--- src/rtl/mem_lsu_pkg.sv ---
// Shared types and constants for the MEM-stage load/store unit.
package mem_lsu_pkg;

  typedef enum logic {
    IDLE = 1'b0,
    RMW  = 1'b1
  } state_t;

  localparam logic LANE_LO = 1'b0;
  localparam logic LANE_HI = 1'b1;
  localparam int   DW      = 16;

endpackage

--- src/rtl/mem_lsu_bytefmt.sv ---
// Byte-lane helper: extracts and extends a byte for loads, merges a byte into a word for RMW stores.
module mem_lsu_bytefmt
  import mem_lsu_pkg::*;
(
  input  logic [DW-1:0] ld_word,
  input  logic          ld_lane,
  input  logic          ld_sext,
  output logic [DW-1:0] ld_byte,
  input  logic [DW-1:0] mg_word,
  input  logic          mg_lane,
  input  logic [7:0]    mg_byte,
  output logic [DW-1:0] mg_out
);

  logic [7:0] sel;

  always_comb begin
    sel     = (ld_lane == LANE_LO) ? ld_word[7:0] : ld_word[15:8];
    ld_byte = {{8{ld_sext & sel[7]}}, sel};
    mg_out  = mg_word;
    if (mg_lane == LANE_HI) mg_out[15:8] = mg_byte;
    else                    mg_out[7:0]  = mg_byte;
  end

endmodule

--- src/rtl/mem_lsu.sv ---
// MEM-stage load/store initiator: word/byte loads (1-cycle latency), word stores, byte stores via 2-cycle RMW.
// Optional MEM_LSU_PERF_CNT_EN adds ld_cnt/st_cnt accepted-request counters.
module mem_lsu #(
  parameter int AW = 8,
  parameter int DW = 16,
  parameter int RW = 3
) (
  input  logic          clk,
  input  logic          rst,
  input  logic          req_valid,
  output logic          req_ready,
  input  logic          req_we,
  input  logic          req_byte,
  input  logic          req_sext,
  input  logic [AW:0]   req_addr,
  input  logic [DW-1:0] req_wdata,
  input  logic [RW-1:0] req_rd,
  output logic          wb_valid,
  output logic [RW-1:0] wb_rd,
  output logic [DW-1:0] wb_data,
  output logic          dwe,
  output logic [AW-1:0] addr,
  output logic [DW-1:0] wdata,
  input  logic [DW-1:0] rdata
`ifdef MEM_LSU_PERF_CNT_EN
  ,
  output logic [15:0]   ld_cnt,
  output logic [15:0]   st_cnt
`endif
);

  import mem_lsu_pkg::*;

  state_t        state, nxt;
  logic [DW-1:0] rmw_word, merged, ld_fmt;
  logic          rmw_lane;
  logic [7:0]    rmw_byte;
  logic [AW-1:0] rmw_addr, last_addr;
  logic [AW-1:0] req_word;
  logic          accept, ld_acc, st_acc;

  assign req_word  = req_addr[AW:1];
  assign req_ready = rst & (state == IDLE);
  assign accept    = req_valid & req_ready;
  assign ld_acc    = accept & ~req_we;
  assign st_acc    = accept & req_we;

  mem_lsu_bytefmt u_fmt (
    .ld_word (rdata),
    .ld_lane (req_addr[0]),
    .ld_sext (req_sext),
    .ld_byte (ld_fmt),
    .mg_word (rmw_word),
    .mg_lane (rmw_lane),
    .mg_byte (rmw_byte),
    .mg_out  (merged)
  );

  always_comb begin
    nxt   = state;
    dwe   = 1'b0;
    addr  = last_addr;
    wdata = '0;
    case (state)
      IDLE: if (accept) begin
        addr = req_word;
        if (req_we && !req_byte) begin
          dwe   = 1'b1;
          wdata = req_wdata;
        end
        if (req_we && req_byte) nxt = RMW;
      end
      RMW: begin
        dwe   = 1'b1;
        addr  = rmw_addr;
        wdata = merged;
        nxt   = IDLE;
      end
      default: nxt = IDLE;
    endcase
  end

  // Async reset in RMW drops the pending write: state leaves RMW immediately, so dwe falls.
  always_ff @(posedge clk or negedge rst) begin
    if (!rst) begin
      state     <= IDLE;
      last_addr <= '0;
      wb_valid  <= 1'b0;
      wb_rd     <= '0;
      wb_data   <= '0;
      rmw_word  <= '0;
      rmw_lane  <= 1'b0;
      rmw_byte  <= '0;
      rmw_addr  <= '0;
    end else begin
      state     <= nxt;
      last_addr <= addr;
      wb_valid  <= ld_acc;
      if (ld_acc) begin
        wb_rd   <= req_rd;
        wb_data <= req_byte ? ld_fmt : rdata;
      end
      if (st_acc && req_byte) begin
        rmw_word <= rdata;
        rmw_lane <= req_addr[0];
        rmw_byte <= req_wdata[7:0];
        rmw_addr <= req_word;
      end
    end
  end

`ifdef MEM_LSU_PERF_CNT_EN
  always_ff @(posedge clk or negedge rst) begin
    if (!rst) begin
      ld_cnt <= '0;
      st_cnt <= '0;
    end else begin
      ld_cnt <= ld_cnt + 16'(ld_acc);
      st_cnt <= st_cnt + 16'(st_acc);
    end
  end
`endif

endmodule

--- config.mk ---
export PLATFORM = sky130hd
export DESIGN_NAME = mem_lsu
export DESIGN_NICKNAME = d
export VERILOG_FILES = /design/src/rtl/mem_lsu_pkg.sv /design/src/rtl/mem_lsu_bytefmt.sv /design/src/rtl/mem_lsu.sv
export SDC_FILE = /design/constraint.sdc
export NUM_CORES = 1
export LEC_CHECK = 0
export ABC_AREA = 0
export ABC_CLOCK_PERIOD_IN_PS = 1600
export CAP_MARGIN = 30
export CORE_ASPECT_RATIO = 0.5
export CORE_MARGIN = 1.5
export CORE_UTILIZATION = 42
export CTS_CLUSTER_SIZE = 8
export DETAILED_ROUTE_END_ITERATION = 8
export PLACE_DENSITY = 0.8
export SYNTH_ARGS = -nofsm -noshare
export SYNTH_HDL_FRONTEND = slang
export SYNTH_SLANG_ARGS = --single-unit
--- constraint.sdc ---
create_clock -name clk -period 1.6 [get_ports clk]
set_input_delay 0.16 -clock clk [delete_from_list [all_inputs] [get_ports clk]]
set_output_delay 0.16 -clock clk [all_outputs]
set_load 0.02 [all_outputs]
Word-level counts from Yosys, hierarchy flattened. Index checks and enable logic that the tools add are counted. Widths: inputs -> output; s select.

Bitwise operators: 7. Muxes and demuxes: 15. Reductions and logical operators: 4.

Operators with widths (count): $mux 16 (3); $mux 8 (4); $pmux 16 s2 (1); $pmux 8 s2 (1); $and 1x1->1 (5); $mux 1 (4); $pmux 1 s2 (2); $logic_and 1x1->1 (3); $not 1->1 (2); $logic_not 1->1 (1).

Word-level logic and storage cells: 35. Output and inout bits: 46. Register bits after elaboration: 62. Input port bits: 50.

Longest topological paths before layout. Gate-level depths: netlist of run 1.

Depth in word-level cells: 5. Depth in mapped cells: 6. Depth with buffers taken out: 3.

Hierarchy. A second synthesis of run 1 with hierarchy kept.

Cells, all modules: 243. Area total of the unflattened synthesis: 3204.3 µm².

Modules (own cells, without submodules): mem_lsu (sequential area each 1551.5 µm², times used 1, cells an instance 208, area each 2831.5 µm²); mem_lsu_bytefmt (sequential area each 0.0 µm², times used 1, cells an instance 35, area each 372.9 µm²).

Least setup slack after synthesis of run 1. OpenSTA, ideal clock, no wires.

Kind: reg-to-output. Start: register state. End: output wdata[10]. Arrival: 1432 ps. Setup slack: 8 ps. Stages on the path, launching flop included: 6. Buffers on the path: 2. Path through: dfrtp_1 buf_6 nand4b_4 nor2_1 buf_2 a22o_1.

Cells in the longest elaborated chain, start to end: 5.

RTL lines: start: declaration (RTL line mem_lsu.sv:34) `state_t state, nxt;`; start signal: assignment (RTL line mem_lsu.sv:96) `state <= nxt;`; $not 1->1; $and 1x1->1 (RTL line mem_lsu.sv:43) `assign req_ready = rst & (state == IDLE);`; $and 1x1->1 (RTL line mem_lsu.sv:44) `assign accept = req_valid & req_ready;`; $mux 16 (RTL line mem_lsu.sv:65) `IDLE: if (accept) begin`; $pmux 16 s2 * (RTL line mem_lsu.sv:64) `case (state)`; end: declaration (RTL line mem_lsu.sv:23) `output logic [DW-1:0] wdata,`.

Every way passes the cells marked *; elsewhere a longest branch is shown, timed or not.

Worst setup path after layout of run 1.
Start: register rmw_lane. End: output wdata[4].

Cells in the longest elaborated chain, start to end: 2.

RTL lines: start: declaration (RTL line mem_lsu.sv:36) `logic rmw_lane;`; start signal: assignment (RTL line mem_lsu.sv:105) `rmw_lane <= req_addr[0];`; $mux 8 (RTL line mem_lsu_bytefmt.sv:21) `if (mg_lane == LANE_HI) mg_out[15:8] = mg_byte;`; $pmux 16 s2 (RTL line mem_lsu.sv:64).

No other way between the ends.

==> results of run 1 <==
## placed cells by master, fill, tap and decap left out, types with 2 or more instances in the layout
cell type,netlist,final
a22o_1,16,16
dfrtp_1,62,61
o21ai_1,0,4
nor2_1,17,15
a21boi_1,0,5
dlygate4sd2_1,0,2
mux2i_1,16,16
buf_12,0,6
buf_4,0,31
a21oi_1,16,15
clkdlybuf4s50_1,0,66
mux2_2,24,19
clkinvlp_4,0,3
bufinv_16,0,2
buf_6,5,23
o21ai_2,0,4
dlygate4sd3_1,0,2
inv_1,2,2
a21boi_2,0,2
mux2_4,29,34
or2_4,0,2
nand2_1,10,10
clkbuf_16,0,13
## area by class of cell
type | instances | area, sq um | share of cell area
inverters | 2 | 7.51 | 0.00155
well taps | 92 | 115 | 0.0237
clock inverters | 6 | 87.6 | 0.0181
clock buffers | 9 | 225 | 0.0465
multi-input cells | 150 | 1430 | 0.295
flip-flops and latches | 62 | 1550 | 0.320
repair buffers | 136 | 1430 | 0.295
## what timing repair did
action	CTS	global route
endpoints found under the hold margin	16	0
endpoints found under the setup margin	41	36
setup buffers	3	6
gates cloned	1	4
pin swaps	2	2
hold buffers	2	0
resized for setup	152	51
## tightest hold or removal path: cells and delay by family
kind	cells	cell delay, ps
buffers and inverters	3	750
## routing by layer
| layer | track usage | part of all wire |
|---|---|---|
| met3 | 0.0529 | 0.047 |
| met2 | 0.380 | 0.53 |
| met1 | 0.279 | 0.41 |
| met4 | 0.0916 | 0.0099 |
| met5 | 0 | 0 |
## cell families (layout without fill, tap and decap cells)
| kind of cell | count (synthesis) | count (layout) | synth area share |
|---|---|---|---|
| AO/OA/AOI/OAI | 48 | 48 | 0.107 |
| buffers and inverters | 17 | 153 | 0.0362 |
| flip-flops | 62 | 62 | 0.516 |
| multiplexers | 69 | 69 | 0.288 |
| AND/OR/NAND/NOR | 33 | 33 | 0.0529 |
## stage by stage
stage / hold WS (ps) / util / setup TNS, ps / area [sq um] / total power (uW)
floorplan: -136 / - / 0 / 3010 / 2880
global placement: 137 / 0.621 / -19860 / 4230 / 3540
detailed placement: 150 / 0.621 / -21790 / 4230 / 3590
CTS: 142 / 0.679 / -2050 / 4620 / 5710
global route: 196 / 0.712 / -3940 / 4850 / 6010
finish: 135 / 0.712 / -2400 / 4850 / 5790
## worst paths after layout
kind,start,end
max reg2reg,state$_DFF_PN0_,wb_rd[0]$_DFFE_PN0P_
max,rmw_lane$_DFFE_PN0P_,wdata[4]
max in group asynchronous,rst,rmw_addr[3]$_DFFE_PN0P_
min in group clk,req_rd[2],wb_rd[2]$_DFFE_PN0P_
min,rst,state$_DFF_PN0_
min reg2reg,rmw_addr[3]$_DFFE_PN0P_,rmw_addr[3]$_DFFE_PN0P_
## sequential cells by signal (all words and copies together) (netlist names)
signal and count:
rmw_addr 8, rmw_byte 8, last_addr 8, state 1, wb_valid 1, wb_rd 3, rmw_lane 1, rmw_word 16
wb_data 16
## power by group
part	switching, uW	total [uW]	internal, uW
combinational	665	1640	974
sequential	218	2100	1890
clock	699	2050	1350
total	1580	5790	4210
==> out/summary.txt, run 1 <==
Outcome: finished with violations
Failing checks: setup timing
DR iter-0 viols: 117
Final setup violation count: 17
WS Path Type: reg -> out
Final WL: 9030 um
Chip height: 62.8 um
Final net count: 411
Cells after synthesis: 229
Count leader, synth: dfrtp_1
Clk_lat worst skew: 330 ps
First-pass GRT wire length: 13100 um
Hold crit path type: in -> async
Routed length per instance: 19.8 um
RePlAce Congestion: 0.812
Max-slew headroom: 0.568
CP arrival: 1620 ps
Setup Skew: 5.19 ps
Port-buffer cells: 95
Area grow syn2layout: 61.3%
Cell taking the most area after synthesis: dfrtp_1
Largest net degree at the start of global routing: 47
Area share of the largest cell type after synthesis: 0.516
DR pass1 iterations: 4
Clk slew on worst S/H paths: 60 ps
Most frequent CP cell: buf_6
Die Area: 7700 sq um
RSZ-0062 raised after global routing: yes
Final Max Tran Viols: 0
Clock Sinks: 62
CP top delay family: buffers and inverters
DRC violations left: 0
Share of layout cells above drive strength 1: 0.405
Slew @ Worst Pin: 646 ps
Post-Syn Nets: 279
Row count: 21
GRT Residual Overflow: 0
Startpoint types: register
Routed via count: 2446
Maxcap violations: 0
DP HPWL: 5600 um
Final period utilization: 1.11
R2r worst-path depth: 5
Max frequency: 0.563 GHz
Overall Global Routing Usage: 0.225
Non-filler cells, final: 457
Mean Syn Cell Area: 13.1 sq um
YS warnings: 0
Total CTS buffers: 9
Fin. Hold Viols: 0
Max incr delay on CP: 380 ps
Pwr/cell area: 1190 nW/um^2
CTS tree: yes
Post-route ant nets: 0
Initial Util: 0.442
Setup WS pre-CTS: -601 ps
Primary FF master, synth: dfrtp_1
Tmin final: 1780 ps
Maximum vdd drop: 0.598 mV
Worst path depth: 5
Fill count: 419
Root buf cell: clkbuf_16
Top Ports: 96
Post-Synthesis Cell Area: 3010 sq um
Vias per cell: 5.35
Sequential fraction of the synthesis area: 0.516
Worst setup slack after layout: -176 ps
Commonest cells post-synth: 62 x dfrtp_1, 29 x mux2_4, 24 x mux2_2
Register bit total from synthesis: 62
WP buf/inv: 3
CP max-delay cell: dfrtp_1
CP Cell Sequence: buf_4 > buf_6 > mux2_4 > a22o_1 > buf_6
Area contributors post-synth: dfrtp_1 52%, mux2_4 14%, mux2_2 9.0%
CTS Buffer Depth: 2
Number of global-route vias before repair: 2535
ANT cells: 0
Ys async rst share: 1.00
H-tree depth: 3
Placed Cells: 427
Initial antenna violation count: 0
Leak Pwr: 0.00229 uW
EDFF count, synth: 0
Yosys cell types: 20
R2R Setup Slk: 0 ps
Worst setup EP type: primary output
CP max FO: 6
Worst path required time: 1440 ps
Die X: 123 um
Core Area: 6810 sq um
(Power assumes the default switching activity.)
==> inputs of run 2 (changes only) <==
Settings changed: CORE_UTILIZATION 42 to 43, HOLD_SLACK_MARGIN set to 0.08, SYNTH_HIERARCHICAL set to 1.
==> out/summary.txt, run 2 <==
Setup Skew: 4.48 ps (was 5.19 ps)
Root buf cell: clkbuf_16 (unchanged)
Routed length per instance: 20.8 um (was 19.8 um)
Number of global-route vias before repair: 2622 (was 2535)
Failing checks: setup timing (unchanged)
Outcome: finished with violations (unchanged)
Maxcap violations: 0 (unchanged)
Overall Global Routing Usage: 0.248 (was 0.225)
Max frequency: 0.555 GHz (was 0.563 GHz)
Post-Syn Nets: 293 (was 279)
Top Ports: 96 (unchanged)
CTS tree: yes (unchanged)
Primary FF master, synth: dfrtp_1 (unchanged)
ANT cells: 0 (unchanged)
Startpoint types: register (unchanged)
Count leader, synth: dfrtp_1 (unchanged)
DR pass1 iterations: 4 (unchanged)
Initial Util: 0.462 (was 0.442)
YS warnings: 6 (was 0)
Mean Syn Cell Area: 13.2 sq um (was 13.1 sq um)
Hold crit path type: in -> async (unchanged)
Tmin final: 1800 ps (was 1780 ps)
Max-slew headroom: 0.618 (was 0.568)
Clk slew on worst S/H paths: 50 ps (was 60 ps)
CTS Buffer Depth: 2 (unchanged)
Die Area: 8010 sq um (was 7700 sq um)
Placed Area: 4340 sq um (was 4230 sq um)
Share of layout cells above drive strength 1: 0.533 (was 0.405)
Worst setup startpoint: rmw_lane$_DFFE_PN0P_ (unchanged)
Final net count: 420 (was 411)
Reg area: 1550 sq um (unchanged)
GRT Residual Overflow: 0 (unchanged)
Post-route ant nets: 0 (unchanged)
EDFF count, synth: 0 (unchanged)
Area share of the largest cell type after synthesis: 0.484 (was 0.516)
Most frequent cells in the layout: 67 x clkdlybuf4s50_1, 61 x dfrtp_1, 44 x mux2_4 (was 66 x clkdlybuf4s50_1, 61 x dfrtp_1, 34 x mux2_4)
Leak Pwr: 0.00252 uW (was 0.00229 uW)
Largest net degree at the start of global routing: 47 (unchanged)
H-tree depth: 3 (unchanged)
Port-buffer cells: 95 (unchanged)
First-pass GRT wire length: 15100 um (was 13100 um)
Fin area: 5350 sq um (was 4850 sq um)
Initial antenna violation count: 0 (unchanged)
Placed Cells: 433 (was 427)
Final WL: 9690 um (was 9030 um)
Cells after synthesis: 243 (was 229)
Area of the multi-input gates: 1850 sq um (was 1430 sq um)
Ys async rst share: 1.00 (unchanged)
Routed via count: 2504 (was 2446)
CP max FO: 8 (was 6)
Vias per cell: 5.36 (was 5.35)
Clock Sinks: 62 (unchanged)
Non-filler cells, final: 467 (was 457)
Clk_lat worst skew: 330 ps (about the same)
DR iter-0 viols: 151 (was 117)
Maximum vdd drop: 0.698 mV (was 0.598 mV)
Worst path required time: 1440 ps (about the same)
DP HPWL: 5630 um (was 5600 um)
Chip height: 64.0 um (was 62.8 um)
Register bit total from synthesis: 62 (unchanged)
CP arrival: 1640 ps (was 1620 ps)
Yosys cell types: 21 (was 20)
Fill count: 378 (was 419)
Area contributors post-synth: dfrtp_1 48%, mux2_4 14%, mux2_2 11% (was dfrtp_1 52%, mux2_4 14%, mux2_2 9.0%)
Worst setup slack after layout: -203 ps (was -176 ps)
Area grow syn2layout: 66.9% (was 61.3%)
Final period utilization: 1.13 (was 1.11)
WS Path Type: reg -> out (unchanged)
Worst setup EP type: primary output (unchanged)
Cell taking the most area after synthesis: dfrtp_1 (unchanged)
Commonest cells post-synth: 62 x dfrtp_1, 30 x mux2_2, 30 x mux2_4 (was 62 x dfrtp_1, 29 x mux2_4, 24 x mux2_2)
Biggest regs: rmw_word x16, wb_data x16 (unchanged)
Final setup violation count: 41 (was 17)
Fin. Hold Viols: 0 (unchanged)
Post-Synthesis Cell Area: 3200 sq um (was 3010 sq um)
Slew @ Worst Pin: 573 ps (was 646 ps)
Fin util: 0.771 (was 0.712)
RePlAce Congestion: 0.814 (was 0.812)
Pwr/cell area: 1160 nW/um^2 (was 1190 nW/um^2)
Sequential fraction of the synthesis area: 0.484 (was 0.516)
Commonest non-fill, non-tap cell in the layout: clkdlybuf4s50_1 (unchanged)
Final Max Tran Viols: 0 (unchanged)
RSZ-0062 raised after global routing: yes (unchanged)
DRC violations left: 0 (unchanged)
FF-to-FF Start: state$_DFF_PN0_ (unchanged)
Total CTS buffers: 9 (unchanged)
Core Area: 6940 sq um (was 6810 sq um)
Row count: 21 (unchanged)
Die X: 125 um (was 123 um)
-- run 2: cell types whose count changed after synthesis, sizes merged, moves of 7 or more --
cell	delta
mux2	+7
mux2i	+8
a21boi	-8
buf	+11
-- run 2: logic make-up (layout without fill, tap and decap cells) --
kind of cell,Yosys count,in the layout,synth area share
DFF,62,62,0.484
AOI/OAI and AO/OA,40,40,0.0812
buffers and inverters,26,158,0.0625
muxes,84,84,0.321
and+or+nand+nor,31,31,0.0512
-- run 2: power by group --
group,switching (uW),leakage (uW),internal [uW]
combinational,773,0.00163,1180
clock,677,0.000157,1400
sequential,287,0.000732,1890
-- run 2: area by class of cell --
| type | count | share of cell area |
|---|---|---|
| Clock buffer | 12 | 0.0461 |
| Clock inverter | 4 | 0.0131 |
| Inverter | 1 | 0.000702 |
| Multi-Input combinational cell | 155 | 0.346 |
| Sequential cell | 62 | 0.290 |
| Tap cell | 92 | 0.0215 |
| Timing Repair Buffer | 141 | 0.282 |
-- run 2: per-stage QoR --
step	setup WS [ps]	hold WS [ps]	TNS, ps	total power, uW
after global routing	-244	190	-6920	6470
after detailed placement	-534	218	-18480	3640
after CTS	-256	151	-5090	6050
after global placement	-425	204	-15790	3580
after floorplan	3.80	-136	0	2960
final	-203	143	-4470	6200
-- run 2: final timing paths --
| kind | slack [ps] | end | depth (start not counted) |
|---|---|---|---|
| min in group clk | 480 | state$_DFF_PN0_ | 5 |
| min reg2reg | 510 | rmw_word[11]$_DFFE_PN0P_ | 1 |
| max reg2reg | -160 | wb_rd[1]$_DFFE_PN0P_ | 6 |
| max | -200 | wdata[10] | 4 |
| min | 140 | rmw_word[8]$_DFFE_PN0P_ | 3 |
| max in group asynchronous | 940 | rmw_addr[4]$_DFFE_PN0P_ | 3 |
-- run 2: timing repair --
| action | 4_1_cts | 5_1_grt |
|---|---|---|
| endpoints found under the hold margin | 16 | 0 |
| buffers inserted | 6 | 8 |
| resized for setup | 236 | 44 |
| pin swaps | 18 | 9 |
| setup endpoints to repair | 45 | 45 |
| gates cloned | 5 | 1 |
| hold buffers | 1 | 0 |
-- run 2: worst max-delay path: stages, from the launching register on --
cell,delay [ps]
dfrtp_2,430
buf_6,160
mux2_4,310
a22o_1,270
buf_6,140
-- run 2: metal layers --
metal | share of wire | up-vias | GRT usage
met3 | 0.044 | 11 | 0.0536
met4 | 0.012 | 0 | 0.0895
met1 | 0.44 | 1310 | 0.326
met2 | 0.50 | 62 | 0.411
met5 | 0 | - | 0
li1 | - | 1121 | -
